<file path="config.mk">
export PLATFORM = sky130hd
export DESIGN_NAME = i2s_sample_tx_flat
export DESIGN_NICKNAME = d
export VERILOG_FILES = /design/src/rtl/i2s_pkg.sv /design/src/rtl/i2s_sample_tx_if.sv /design/src/rtl/i2s_bclk_gen.sv /design/src/rtl/i2s_sample_tx.sv /design/src/flat_wrapper.sv
export SDC_FILE = /design/constraint.sdc
export NUM_CORES = 1
export LEC_CHECK = 0
export BUFFER_PORTS_ARGS = -buffer_cell sky130_fd_sc_hd__buf_4
export CAP_MARGIN = 20
export CORE_MARGIN = 2
export CORE_UTILIZATION = 53
export DETAILED_ROUTE_END_ITERATION = 6
export PLACE_DENSITY = 0.8
export SLEW_MARGIN = 20
export SYNTH_ARGS = -nofsm -noshare
export SYNTH_HDL_FRONTEND = slang
export SYNTH_SLANG_ARGS = --single-unit
export TNS_END_PERCENT = 5
</file>
<file path="constraint.sdc">
create_clock -name clk -period 1.61 [get_ports clk]
set_input_delay 0.161 -clock clk [delete_from_list [all_inputs] [get_ports clk]]
set_output_delay 0.161 -clock clk [all_outputs]
set_load 0.1 [all_outputs]
</file>
<file path="src/rtl/i2s_pkg.sv">
// Shared types and helpers for the I2S sample transmitter.
package i2s_pkg;

    typedef enum logic [1:0] {
        ST_PRIME      = 2'd0,
        ST_WAIT_FIRST = 2'd1,
        ST_RUN        = 2'd2
    } state_e;

    localparam int I2S_SAMPLE_WIDTH_DEF = 16;

    // Counter width for values 0..v-1; never narrower than one bit.
    function automatic int clog2_f(input int v);
        int r;
        r = 0;
        for (int i = 0; i < 31; i++) begin
            if ((1 << i) < v) r = i + 1;
        end
        return (r < 1) ? 1 : r;
    endfunction

endpackage

</file>
<file path="src/rtl/i2s_sample_tx_if.sv">
// Sample-generator handshake: request strobe out, sample plus ready strobe in.
interface i2s_sample_tx_if
    import i2s_pkg::*;
#(
    parameter int SAMPLE_WIDTH = I2S_SAMPLE_WIDTH_DEF
);
    logic                    sample_ready;
    logic [SAMPLE_WIDTH-1:0] sample;
    logic                    generate_next;

    modport master (output sample_ready, output sample, input generate_next);
    modport slave  (input sample_ready, input sample, output generate_next);
endinterface

</file>
<file path="src/rtl/i2s_bclk_gen.sv">
// Bit-clock divider: toggles BCLK every BCLK_DIV clk cycles while enabled and
// flags the falling toggle as the bit strobe (combinational, same cycle).
module i2s_bclk_gen
    import i2s_pkg::*;
#(
    parameter int BCLK_DIV = 4
) (
    input  logic clk,
    input  logic reset,
    input  logic en,
    output logic bclk,
    output logic strobe
);
    localparam int DIV_W = clog2_f(BCLK_DIV);

    logic [DIV_W-1:0] div_q, div_d;
    logic             bclk_q, bclk_d;
    logic             tc;

    assign tc = (div_q == DIV_W'(BCLK_DIV - 1));

    always_comb begin
        div_d  = div_q;
        bclk_d = bclk_q;
        if (!en) begin
            div_d  = '0;
            bclk_d = 1'b0;
        end else if (tc) begin
            div_d  = '0;
            bclk_d = ~bclk_q;
        end else begin
            div_d  = div_q + DIV_W'(1);
        end
    end

    always_ff @(posedge clk) begin
        if (reset) begin
            div_q  <= '0;
            bclk_q <= 1'b0;
        end else begin
            div_q  <= div_d;
            bclk_q <= bclk_d;
        end
    end

    assign bclk   = bclk_q;
    assign strobe = en && tc && bclk_q;

endmodule

</file>
<file path="src/rtl/i2s_sample_tx.sv">
// Mono sample to I2S serialiser with upstream request handshake.
// Build option: I2S_TX_UNDERRUN_MUTE_EN loads silence instead of repeating on underrun.
//
// state      | meaning
// PRIME      | one-cycle generate_next to fetch the first sample
// WAIT_FIRST | BCLK idle until the first sample arrives
// RUN        | free-running framing; loads {H,H} each frame
module i2s_sample_tx
    import i2s_pkg::*;
#(
    parameter int SAMPLE_WIDTH = I2S_SAMPLE_WIDTH_DEF,
    parameter int BCLK_DIV     = 4
) (
    input  logic              clk,
    input  logic              reset,
    i2s_sample_tx_if.slave    hs,
    output logic              i2s_bclk,
    output logic              i2s_lrck,
    output logic              i2s_sdata,
    output logic              underrun
);
    localparam int FRAME_W = 2 * SAMPLE_WIDTH;
    localparam int BIT_W   = clog2_f(FRAME_W);
`ifdef I2S_TX_UNDERRUN_MUTE_EN
    localparam bit MUTE_ON_UNDERRUN = 1'b1;
`else
    localparam bit MUTE_ON_UNDERRUN = 1'b0;
`endif

    state_e                  state_q, state_d;
    logic [SAMPLE_WIDTH-1:0] hold_q, hold_d;
    logic                    fresh_q, fresh_d;
    logic [BIT_W-1:0]        bit_q, bit_d;
    logic [FRAME_W-1:0]      shift_q, shift_d;
    logic                    gen_q, gen_d;
    logic                    lrck_q, lrck_d;
    logic                    sdata_q, sdata_d;
    logic                    und_q, und_d;
    logic                    run;
    logic                    bclk;
    logic                    strobe;

    assign run = (state_q == ST_RUN);

    i2s_bclk_gen #(.BCLK_DIV(BCLK_DIV)) u_bclk_gen (
        .clk    (clk),
        .reset  (reset),
        .en     (run),
        .bclk   (bclk),
        .strobe (strobe)
    );

    always_comb begin
        state_d = state_q;
        hold_d  = hold_q;
        fresh_d = fresh_q;
        bit_d   = bit_q;
        shift_d = shift_q;
        gen_d   = 1'b0;
        lrck_d  = lrck_q;
        sdata_d = sdata_q;
        und_d   = 1'b0;
        case (state_q)
            ST_PRIME: begin
                gen_d   = 1'b1;
                state_d = ST_WAIT_FIRST;
            end
            ST_WAIT_FIRST: begin
                if (hs.sample_ready) begin
                    hold_d  = hs.sample;
                    fresh_d = 1'b1;
                    bit_d   = '0;
                    state_d = ST_RUN;
                end
            end
            ST_RUN: begin
                if (strobe) begin
                    bit_d  = (bit_q == BIT_W'(FRAME_W - 1)) ? '0 : bit_q + BIT_W'(1);
                    lrck_d = (bit_q >= BIT_W'(SAMPLE_WIDTH));
                    if (bit_q == '0) begin
                        shift_d = (MUTE_ON_UNDERRUN && !fresh_q) ? '0 : {hold_q, hold_q};
                        gen_d   = 1'b1;
                        fresh_d = 1'b0;
                        und_d   = !fresh_q;
                    end else begin
                        shift_d = shift_q << 1;
                    end
                    sdata_d = shift_d[FRAME_W-1];
                end
                // A capture coinciding with a load still leaves fresh set.
                if (hs.sample_ready) begin
                    hold_d  = hs.sample;
                    fresh_d = 1'b1;
                end
            end
            default: state_d = ST_PRIME;
        endcase
    end

    always_ff @(posedge clk) begin
        if (reset) begin
            state_q <= ST_PRIME;
            hold_q  <= '0;
            fresh_q <= 1'b0;
            bit_q   <= '0;
            shift_q <= '0;
            gen_q   <= 1'b0;
            lrck_q  <= 1'b0;
            sdata_q <= 1'b0;
            und_q   <= 1'b0;
        end else begin
            state_q <= state_d;
            hold_q  <= hold_d;
            fresh_q <= fresh_d;
            bit_q   <= bit_d;
            shift_q <= shift_d;
            gen_q   <= gen_d;
            lrck_q  <= lrck_d;
            sdata_q <= sdata_d;
            und_q   <= und_d;
        end
    end

    assign hs.generate_next = gen_q;
    assign i2s_bclk         = bclk;
    assign i2s_lrck         = lrck_q;
    assign i2s_sdata        = sdata_q;
    assign underrun         = und_q;

endmodule
</file>
<file path="src/flat_wrapper.sv">
// flat-port wrapper written by rule: the top's interface ports become plain ports
module i2s_sample_tx_flat import i2s_pkg::*;
#(
    parameter int SAMPLE_WIDTH = I2S_SAMPLE_WIDTH_DEF,
    parameter int BCLK_DIV     = 4
)
  (clk, reset, i2s_bclk, i2s_lrck, i2s_sdata, underrun, hs_sample_ready, hs_sample, hs_generate_next);
  i2s_sample_tx_if #(.SAMPLE_WIDTH(SAMPLE_WIDTH)) hs_i ();
  input  logic clk;
  input  logic reset;
  output logic i2s_bclk;
  output logic i2s_lrck;
  output logic i2s_sdata;
  output logic underrun;
  input wire logic [$bits(hs_i.sample_ready)-1:0] hs_sample_ready;
  input wire logic [$bits(hs_i.sample)-1:0] hs_sample;
  output wire logic [$bits(hs_i.generate_next)-1:0] hs_generate_next;
  assign hs_i.sample_ready = hs_sample_ready;
  assign hs_i.sample = hs_sample;
  assign hs_generate_next = hs_i.generate_next;
  i2s_sample_tx #(.SAMPLE_WIDTH(SAMPLE_WIDTH), .BCLK_DIV(BCLK_DIV)) u_core (.clk(clk), .reset(reset), .hs(hs_i), .i2s_bclk(i2s_bclk), .i2s_lrck(i2s_lrck), .i2s_sdata(i2s_sdata), .underrun(underrun));
endmodule
</file>
==> results of run 1 <==
routing by layer:
layer | global-route usage, % | share of wire [%]
met5 | 0 | 0
met4 | 6.96 | 1.4
met3 | 6.94 | 4.9
met2 | 33.0 | 50
met1 | 23.9 | 44
per-stage QoR:
stage,setup WS [ns],hold WS (ns)
6_report,0.00304,0.0599
5_1_grt,-0.0948,0.0549
4_1_cts,-0.0178,0.0507
3_5_place_dp,-0.0731,0.414
3_3_place_gp,0.0600,0.408
2_1_floorplan,0.0210,0.297
sequential cells by signal, indices dropped and copies added (netlist names):
name,count
u_core.bit_q,5
u_core.fresh_q,1
u_core.hold_q,16
u_core.hs.generate_next,1
u_core.i2s_lrck,1
u_core.i2s_sdata,1
u_core.shift_q,31
u_core.state_q,2
u_core.u_bclk_gen.bclk,1
u_core.u_bclk_gen.div_q,2
u_core.underrun,1
repair_timing:
action,CTS,global route
setup endpoints to repair,12,39
resized for setup,4,18
cloned,0,1
cell usage after synthesis, drive strengths merged:
cell type   n  area share [%]
a211oi     32              13
a21boi      1            0.26
a21o        1            0.26
a21oi      24             4.2
and2        2            0.44
and3        2            0.49
buf        12             4.3
clkbuf     11             1.5
dfxtp      62              44
ha          7             3.1
inv         9             1.2
mux2i      33              12
nand2      34             4.5
nand2b      2            0.44
nand3       4            0.71
nand4       3            0.66
nor2       34             4.5
nor2b       1            0.22
nor3        3            0.53
nor3b       1            0.26
nor4        1            0.22
nor4b       2            0.84
o21ai       4            0.71
o311ai      1            0.31
o32ai       1            0.31
o41a        1            0.40
o41ai       1            0.31
or3         1            0.22
xnor2       1            0.31
critical path: cells and delay by family (launching register included):
kind / cells / cell delay, ns
buf+inv: 2 / 0.34
fa+ha+maj: 1 / 0.25
simple gates: 2 / 0.35
flops: 1 / 0.32
compound gates: 1 / 0.25
final timing paths:
check                            startpoint                              to  slack, ns  cells after the start
max          u_core.state_q[0]$_SDFFE_PP0P_  u_core.shift_q[3]$_SDFFE_PP0P_      0.003                      6
min                            hs_sample[2]   u_core.hold_q[2]$_SDFFE_PP0P_       0.06                      3
max reg2reg  u_core.state_q[0]$_SDFFE_PP0P_  u_core.shift_q[3]$_SDFFE_PP0P_      0.003                      6
min reg2reg     u_core.fresh_q$_SDFFE_PP0P_      u_core.underrun$_SDFF_PP0_       0.41                      1
power by group through the flow:
stage,registers (mW),clock network (mW),logic [mW]
after floorplan,1.68,0,0.242
after global placement,1.66,0,0.394
after detailed placement,1.66,0,0.409
after CTS,1.63,1.61,0.414
after global routing,1.64,1.67,0.472
final,1.63,1.59,0.428
final cells by class:
type	count	area [µm²]	share of cell area, %
Tap cell	70	87.6	2.54
Sequential cell	62	1250	36.2
Timing Repair Buffer	39	364	10.6
Multi-Input combinational cell	197	1480	43.0
Clock inverter	3	65.1	1.89
Clock buffer	13	169	4.90
Inverter	9	33.8	0.980
kinds of logic (layout without fill, tap and decap cells):
logic type / after synthesis / count (layout)
muxes: 33 / 33
buffers and inverters: 32 / 64
adders and majority gates: 7 / 7
xor gates and xnor gates: 1 / 1
DFF: 62 / 62
and+or+nand+nor: 90 / 90
AOI/OAI and AO/OA: 66 / 66
==> results.yml, run 1 <==
final_layout:
  fin_cells: 393
  drive_gt1_share_pct: 31.6
  n_antenna_cell: 0
  final_cell_mix: "59 x dfxtp_1, 34 x nor2_1, 34 x nand2_1, 33 x buf_4, 29 x a211oi_2"
  nFillCells: 419
  area_growth_pct: 21.6
  final_area_mm2: 0.00345
  layout_commonest_cell: "dfxtp_1"
  post-route-util_pct: 67.1
  final_nets: 344
placed_design:
  dp_cells: 376
  portBuffers: 23
  place_area_mm2: 0.00311
  dpl.hpwl_um: 3660
  gp_congestion: 0.781
global_routing:
  antenna_found_initial: 0
  grt_max_degree: 40
  grt_pass1_vias: 2044
  grt_use_total_pct: 19.9
  grt_pass1_wl_um: 9390
  grt_overflow: 0
die:
  fp.dieH_um: 77.1
  io_pins: 24
  row_count: 26
  dieArea_mm2: 0.00595
  die_w_um: 77.1
  initial_utilization_pct: 55.2
  coreArea_mm2: 0.00514
flow_run:
  drv_cap: 0
power_and_ir_drop:
  swShare_pct: 24.4
  cellPowerDensity_mw_per_mm2: 1060
  p_sw_mw: 0.892
  intPower_mw: 2.76
  comb_power_share_pct: 11.7
  power_frac_seq_pct: 44.7
  clockPowerShare_pct: 43.6
  leakage_nw: 1.36
  ir_drop_v: 0.000802
  p_total_mw: 3.65
setup_path:
  crit_required_ns: 1.85
  cpPeakStageDelay_ns: 0.32
  start_kind: "flip-flop"
  endpoint_kind: "flip-flop"
  path_class: "flip-flop to flip-flop"
  arrival_ns: 1.85
  path_cells: "inv_1, ha_2, and3_4, buf_4, nor2_1, a211oi_1"
  crit_fanout: 15
  crit_slowest_cell: "dfxtp_1"
sta:
  finalSetupViolCount: 0
  worstMarginPinSlew_ns: 0.490
  rsz0062_at_grt: "yes"
  min_period_ns: 1.61
  timing.final.crit_share_pct: 99.8
  finalMaxSlewViolations: 0
  fmax_mhz: 622
  finalHoldViolations: 0
  worst_clock_skew_ns: 0.00939
  setup_tns_ns: 0
  maxSlewHeadroom_pct: 67.4
detailed_routing:
  via_count: 2117
  wirelength_um: 5610
  detail-route-antenna-nets: 0
  vias_per_cell: 5.39
  drc: 0
  drt_iter0_markers: 114
  firstDrtPassIters: 4
  wl_per_cell_um: 14.3
logic_synthesis:
  yosys_warnings: 0
  syn_area_mm2: 0.00284
  synth_seq_cells: 62
  synthAdderAreaFrac_pct: 3.09
  syn_avg_cell_area_um2: 9.74
  synthCells: 291
  syn_nets: 317
  ys_types: 36
  synth_xor_area_share_pct: 0.309
  yosys.area_share.simple_pct: 14.0
  synth_mux_area_share_pct: 11.7
  synth_top_family_by_area: "compound AO/OA/AOI/OAI gates"
  ys_seq_area_share_pct: 43.8
  synth_compound_area_share_pct: 20.2
clock_network:
  cts_buffers: 9
  cts-htree-levels: 3
  clock_latency_ns: 0.34
  root_buffer: "clkbuf_8"
  postCtsSetupBuffers: 0
  cts.clk_slew.worst_paths_ns: 0.07
  clock-sinks: 62
  cts_buffer_depth: 2
  cts_hold_buf: 0
  cts_tree: "yes"
status:
  outcome: "complete, no violations"
hold_path:
  min_path_type: "primary input to flip-flop"
No activity file was read; power rests on OpenSTA's default activity.
==> run 2, diff against run 1 <==
CORE_UTILIZATION = 33   (was 53)
PLACE_DENSITY = 0.56   (was 0.8)
==> run 2 against run 1 <==
Total power is 14% lower. Flip-flop and latch count stayed put. Die area is 57% higher. Sequential power hardly changed. Combinational power hardly changed. Core utilization is 24 points lower. Clock power is 31% lower. Via count is 1.2% lower. First-iteration DRC count is 14% lower. Setup slack better by 0.042 ns. Wire length is 3.4% higher. Critical endpoint is now u_core.fresh_q$_SDFFE_PP0P_.
==> results.yml, run 2 (synthesis results as in run 1) <==
sta:
  finalSetupViolCount: 0
  maxSlewHeadroom_pct: 64.9
  rsz0062_at_grt: "yes"
  finalHoldViolations: 0
  fin_ws_ns: 0.0453
  finalMaxSlewViolations: 0
  worstMarginPinSlew_ns: 0.522
  fmax_mhz: 639
  holdWs_ns: 0.0696
  timing.final.crit_share_pct: 97.2
  worst_clock_skew_ns: 0.00754
  min_period_ns: 1.56
final_layout:
  drive_gt1_share_pct: 32.5
  final_cell_mix: "59 x dfxtp_1, 38 x buf_4, 34 x nor2_1, 33 x nand2_1"
  largest_register_ffs: 31
  n_antenna_cell: 0
  area_growth_pct: 24.3
  fin_cells: 434
  layout_commonest_cell: "dfxtp_1"
  nFillCells: 810
  top_register: "u_core.shift_q"
  final_nets: 351
  biggestRegsByFlops: "u_core.shift_q x31, u_core.hold_q x16, u_core.bit_q x5"
detailed_routing:
  met2_length_um: 2670
  met1_length_um: 2820
  wl_per_cell_um: 13.4
  firstDrtPassIters: 4
  drt_iter0_markers: 98
  drc: 0
  wirelength_um: 5800
  routed.top_layer: "met4"
  vias_per_cell: 4.82
  via_count: 2092
  detail-route-antenna-nets: 0
  dr_wl_met3_um: 205
clock_network:
  cts_tree: "yes"
  clock-sinks: 62
  cts_buffers: 9
  root_buffer: "clkbuf_8"
  cts.clk_slew.worst_paths_ns: 0.06
  cts_buffer_depth: 2
  cts-htree-levels: 3
  clock_latency_ns: 0.34
global_routing:
  grt_use_total_pct: 12.1
  antenna_found_initial: 0
  grt_pass1_vias: 1967
  grt_pass1_wl_um: 9270
  grt_max_degree: 35
  grt_overflow: 0
setup_path:
  crit_required_ns: 1.83
  crit_slowest_cell: "dfxtp_4"
  path_cells: "inv_4, ha_4, nor4b_4, buf_4, buf_12, nand2_4, o41a_1"
  endpoint_kind: "flip-flop"
  crit_fanout: 8
  crit_buf_inv: 3
  path_class: "flip-flop to flip-flop"
  start_kind: "flip-flop"
  cpPeakStageDelay_ns: 0.37
  cpLargestDelayFamily: "buffers and inverters"
  arrival_ns: 1.79
placed_design:
  dpl.hpwl_um: 3550
  portBuffers: 23
  dp_slack_ns: -0.0106
  gp_congestion: 0.784
  dp_cells: 409
power_and_ir_drop:
  leakage_nw: 1.37
  cellPowerDensity_mw_per_mm2: 892
  p_total_mw: 3.14
  ir_drop_v: 0.000423
status:
  outcome: "complete, no violations"
hold_path:
  min_path_type: "primary input to flip-flop"
die:
  fp.dieH_um: 96.7
  initial_utilization_pct: 34.3
  dieArea_mm2: 0.00935
  coreArea_mm2: 0.00826
  row_count: 33
  io_pins: 24
  die_w_um: 96.7
flow_run:
  drv_cap: 0
-- run 2: final timing paths --
kind                                                    from                            end  slack, ns  cells after the start
worst min-delay path                            hs_sample[2]  u_core.hold_q[2]$_SDFFE_PP0P_       0.07                      3
worst max register to register  u_core.bit_q[0]$_SDFFE_PP0P_    u_core.fresh_q$_SDFFE_PP0P_       0.05                      7
worst min register to register   u_core.fresh_q$_SDFFE_PP0P_     u_core.underrun$_SDFF_PP0_       0.42                      1
worst max-delay path            u_core.bit_q[0]$_SDFFE_PP0P_    u_core.fresh_q$_SDFFE_PP0P_       0.05                      7
-- run 2: per-stage QoR --
step | util, % | instance area [µm²] | TNS, ns
after global routing | 42.7 | 3520 | -0.118
after CTS | 39.7 | 3280 | 0
after global placement | 37.8 | 3130 | 0
after floorplan | - | 2840 | 0
after detailed placement | 37.8 | 3130 | -0.0106
final | 42.7 | 3520 | 0
-- run 2: layout make-up --
| class | count | area [µm²] | share of cell area, % |
|---|---|---|---|
| Clock buffer | 13 | 139 | 3.94 |
| Tap cell | 105 | 131 | 3.73 |
| Sequential cell | 62 | 1250 | 35.5 |
| Clock inverter | 2 | 10.0 | 0.284 |
| Multi-Input combinational cell | 197 | 1510 | 42.9 |
| Inverter | 9 | 36.3 | 1.03 |
| Timing Repair Buffer | 46 | 442 | 12.5 |
-- run 2: worst min-delay path, delay by kind of cell --
kind	cells	cell delay (ns)
and+or+nand+nor	1	0.04
buffers and inverters	1	0.11
AOI/OAI and AO/OA	1	0.05
-- run 2: per-layer routing --
layer,up-vias,track usage [%]
met3,11,4.55
met2,27,17.9
met1,962,16.0
met4,0,4.98
li1,1092,-
met5,-,0
-- run 2: power by group --
group	internal [mW]	switching [mW]	total, mW	leakage [nW]
Clock	0.546	0.544	1.09	0.0773
Combinational	0.173	0.252	0.425	0.788
Sequential	1.59	0.0426	1.63	0.504
Total	2.30	0.838	3.14	1.37
-- run 2: timing repair --
| action | in CTS | in global routing |
|---|---|---|
| resized for setup | 2 | 35 |
| endpoints found under the hold margin | 0 | 0 |
| hold buffers | 0 | 0 |
| setup buffers | 0 | 9 |
| setup endpoints to repair | 3 | 36 |
| gates cloned | 0 | 1 |
| pin swaps | 0 | 2 |
==> run 3, diff against run 2 <==
CORE_UTILIZATION = 40   (was 33)
CTS_BUF_LIST = sky130_fd_sc_hd__clkbuf_4   (was unset)
GPL_TIMING_DRIVEN = 1   (was unset)
PLACE_DENSITY = 0.64   (was 0.56)
==> run 3 against run 2 <==
The flow now finishes with violations (negative setup slack). Sequential power barely moved. Critical path depth did not move. Clock power hardly changed. Worst hold slack worse by 0.033 ns. Via count is 0.86% higher. Total power shrank 0.88%. Setup slack lost 0.080 ns. Flip-flop and latch count stayed put. Count of clock-buffer cells in the layout fell by 3. First-iteration DRC count rose by 11%. Register-to-register slack got worse by 0.08 ns. Core utilization rose by 8.1 points. Highest routed layer unchanged.
==> results.yml, run 3 (synthesis results as in run 1) <==
status:
  violations: "negative setup slack"
  outcome: "complete, but fails checks"
sta:
  min_period_ns: 1.64
  timing.final.crit_share_pct: 102
  finalSetupViolCount: 10
  fin_ws_ns: -0.0349
  rsz0062_at_grt: "yes"
  finalMaxSlewViolations: 0
  maxSlewHeadroom_pct: 74.4
  fmax_mhz: 608
  worst_clock_skew_ns: 0.0165
  worstMarginPinSlew_ns: 0.383
  finalHoldViolations: 0
setup_path:
  crit_fanout: 11
  rrSetupSlack_ns: -0.03
  endpoint_kind: "flip-flop"
  crit_required_ns: 1.92
  start_kind: "flip-flop"
  arrival_ns: 1.96
  timing.rr.start: "u_core.bit_q[0]$_SDFFE_PP0P_"
  r2r-end: "u_core.shift_q[20]$_SDFFE_PP0P_"
  r2r_cells: 7
  path_class: "flip-flop to flip-flop"
final_layout:
  final_cell_mix: "60 x dfxtp_1, 34 x nor2_1, 34 x nand2_1, 28 x a211oi_2, 28 x buf_4"
  biggestRegsByFlops: "u_core.shift_q x31, u_core.hold_q x16, u_core.bit_q x5"
  fin_cells: 430
  top_register: "u_core.shift_q"
  area_growth_pct: 22.4
  largest_register_ffs: 31
  final_nets: 355
  drive_gt1_share_pct: 27.2
  n_antenna_cell: 0
  layout_commonest_cell: "dfxtp_1"
  post-route-util_pct: 50.8
clock_network:
  cts-htree-levels: 3
  cts_tree: "yes"
  clock_latency_ns: 0.42
  clock-sinks: 62
  cts_buffer_depth: 2
  cts.clk_slew.worst_paths_ns: 0.11
  root_buffer: "clkbuf_4"
  cts_buffers: 9
detailed_routing:
  wirelength_um: 5350
  detail-route-antenna-nets: 0
  wl_per_cell_um: 12.4
  via_count: 2110
  vias_per_cell: 4.91
  drc: 0
  firstDrtPassIters: 4
  drt_iter0_markers: 109
power_and_ir_drop:
  p_sw_mw: 0.870
  power_frac_seq_pct: 52.2
  intPower_mw: 2.25
  clockPowerShare_pct: 34.3
  p_total_mw: 3.12
  swShare_pct: 27.9
  ir_drop_v: 0.000406
  leakage_nw: 1.37
  comb_power_share_pct: 13.5
  cellPowerDensity_mw_per_mm2: 898
global_routing:
  grt_use_total_pct: 15.3
  grt_pass1_wl_um: 9070
  grt_overflow: 0
  grt_pass1_vias: 1997
  antenna_found_initial: 0
  grt_max_degree: 41
placed_design:
  dp_cells: 396
  dpl.hpwl_um: 3250
  gp_congestion: 0.742
  portBuffers: 23
hold_path:
  min_path_type: "primary input to flip-flop"
  min_to: "u_core.fresh_q$_SDFFE_PP0P_"
  min_from: "hs_sample_ready"
  hold_depth: 2
die:
  die_w_um: 88.2
  io_pins: 24
  coreArea_mm2: 0.00683
  dieArea_mm2: 0.00778
  initial_utilization_pct: 41.5
  fp.dieH_um: 88.2
  row_count: 30
flow_run:
  drv_cap: 0
[run 3: metrics by stage]
step / instance area, µm² / hold slack, ns / TNS (ns) / worst slack (ns)
after floorplan: 2840 / 0.297 / 0 / 0.0210
after global placement: 3100 / 0.406 / -0.0221 / -0.0221
after detailed placement: 3100 / 0.412 / -0.0920 / -0.0475
after CTS: 3440 / 0.0226 / -0.398 / -0.0498
after global routing: 3470 / 0.0154 / -2.08 / -0.135
final: 3470 / 0.0367 / -0.256 / -0.0349
[run 3: worst max-delay path, cell delays in order (launching register included)]
cell,delay (ns)
dfxtp_2,0.35
inv_1,0.08
ha_1,0.16
nor4b_4,0.19
buf_4,0.18
bufbuf_16,0.29
mux2i_1,0.22
a211oi_2,0.09
[run 3: area by class of cell]
| cell class | count | area (µm²) |
|---|---|---|
| tap | 96 | 120 |
| clock inverter | 6 | 62.6 |
| timing repair buffer | 50 | 494 |
| inverter | 9 | 33.8 |
| sequential | 62 | 1250 |
| clock buffer | 10 | 75.1 |
| fill | 653 | 3360 |
| multi-input combinational | 197 | 1440 |
[run 3: timing repair]
action	CTS	global route
endpoints found under the setup margin	12	55
gates resized for setup	3	10
buffers inserted	1	0
hold buffers	16	0
hold endpoints to repair	16	0
pin swaps	0	1
gates cloned	1	0
[run 3: how the worst max path moves through the flow]
stage / from / end / cells after the start
global route: u_core.bit_q[0]$_SDFFE_PP0P_ / u_core.shift_q[5]$_SDFFE_PP0P_ / 7
detailed placement: u_core.bit_q[0]$_SDFFE_PP0P_ / u_core.fresh_q$_SDFFE_PP0P_ / 6
global placement: u_core.bit_q[0]$_SDFFE_PP0P_ / u_core.fresh_q$_SDFFE_PP0P_ / 6
CTS: u_core.bit_q[0]$_SDFFE_PP0P_ / u_core.shift_q[20]$_SDFFE_PP0P_ / 7
floorplan: u_core.state_q[0]$_SDFFE_PP0P_ / u_core.shift_q[12]$_SDFFE_PP0P_ / 8
finish: u_core.bit_q[0]$_SDFFE_PP0P_ / u_core.shift_q[20]$_SDFFE_PP0P_ / 7
[run 3: layer usage]
metal	global-route usage, %	part of all wire [%]
met5	0	0
met2	25.4	46
met4	4.96	1.3
met1	17.9	49
met3	6.50	3.8
[run 3: power by group through the flow]
stage	combinational [mW]	clock, mW	sequential, mW
2_1_floorplan	0.242	0	1.68
3_3_place_gp	0.372	0	1.66
3_5_place_dp	0.379	0	1.66
4_1_cts	0.412	1.09	1.63
5_1_grt	0.464	1.17	1.64
6_report	0.420	1.07	1.63
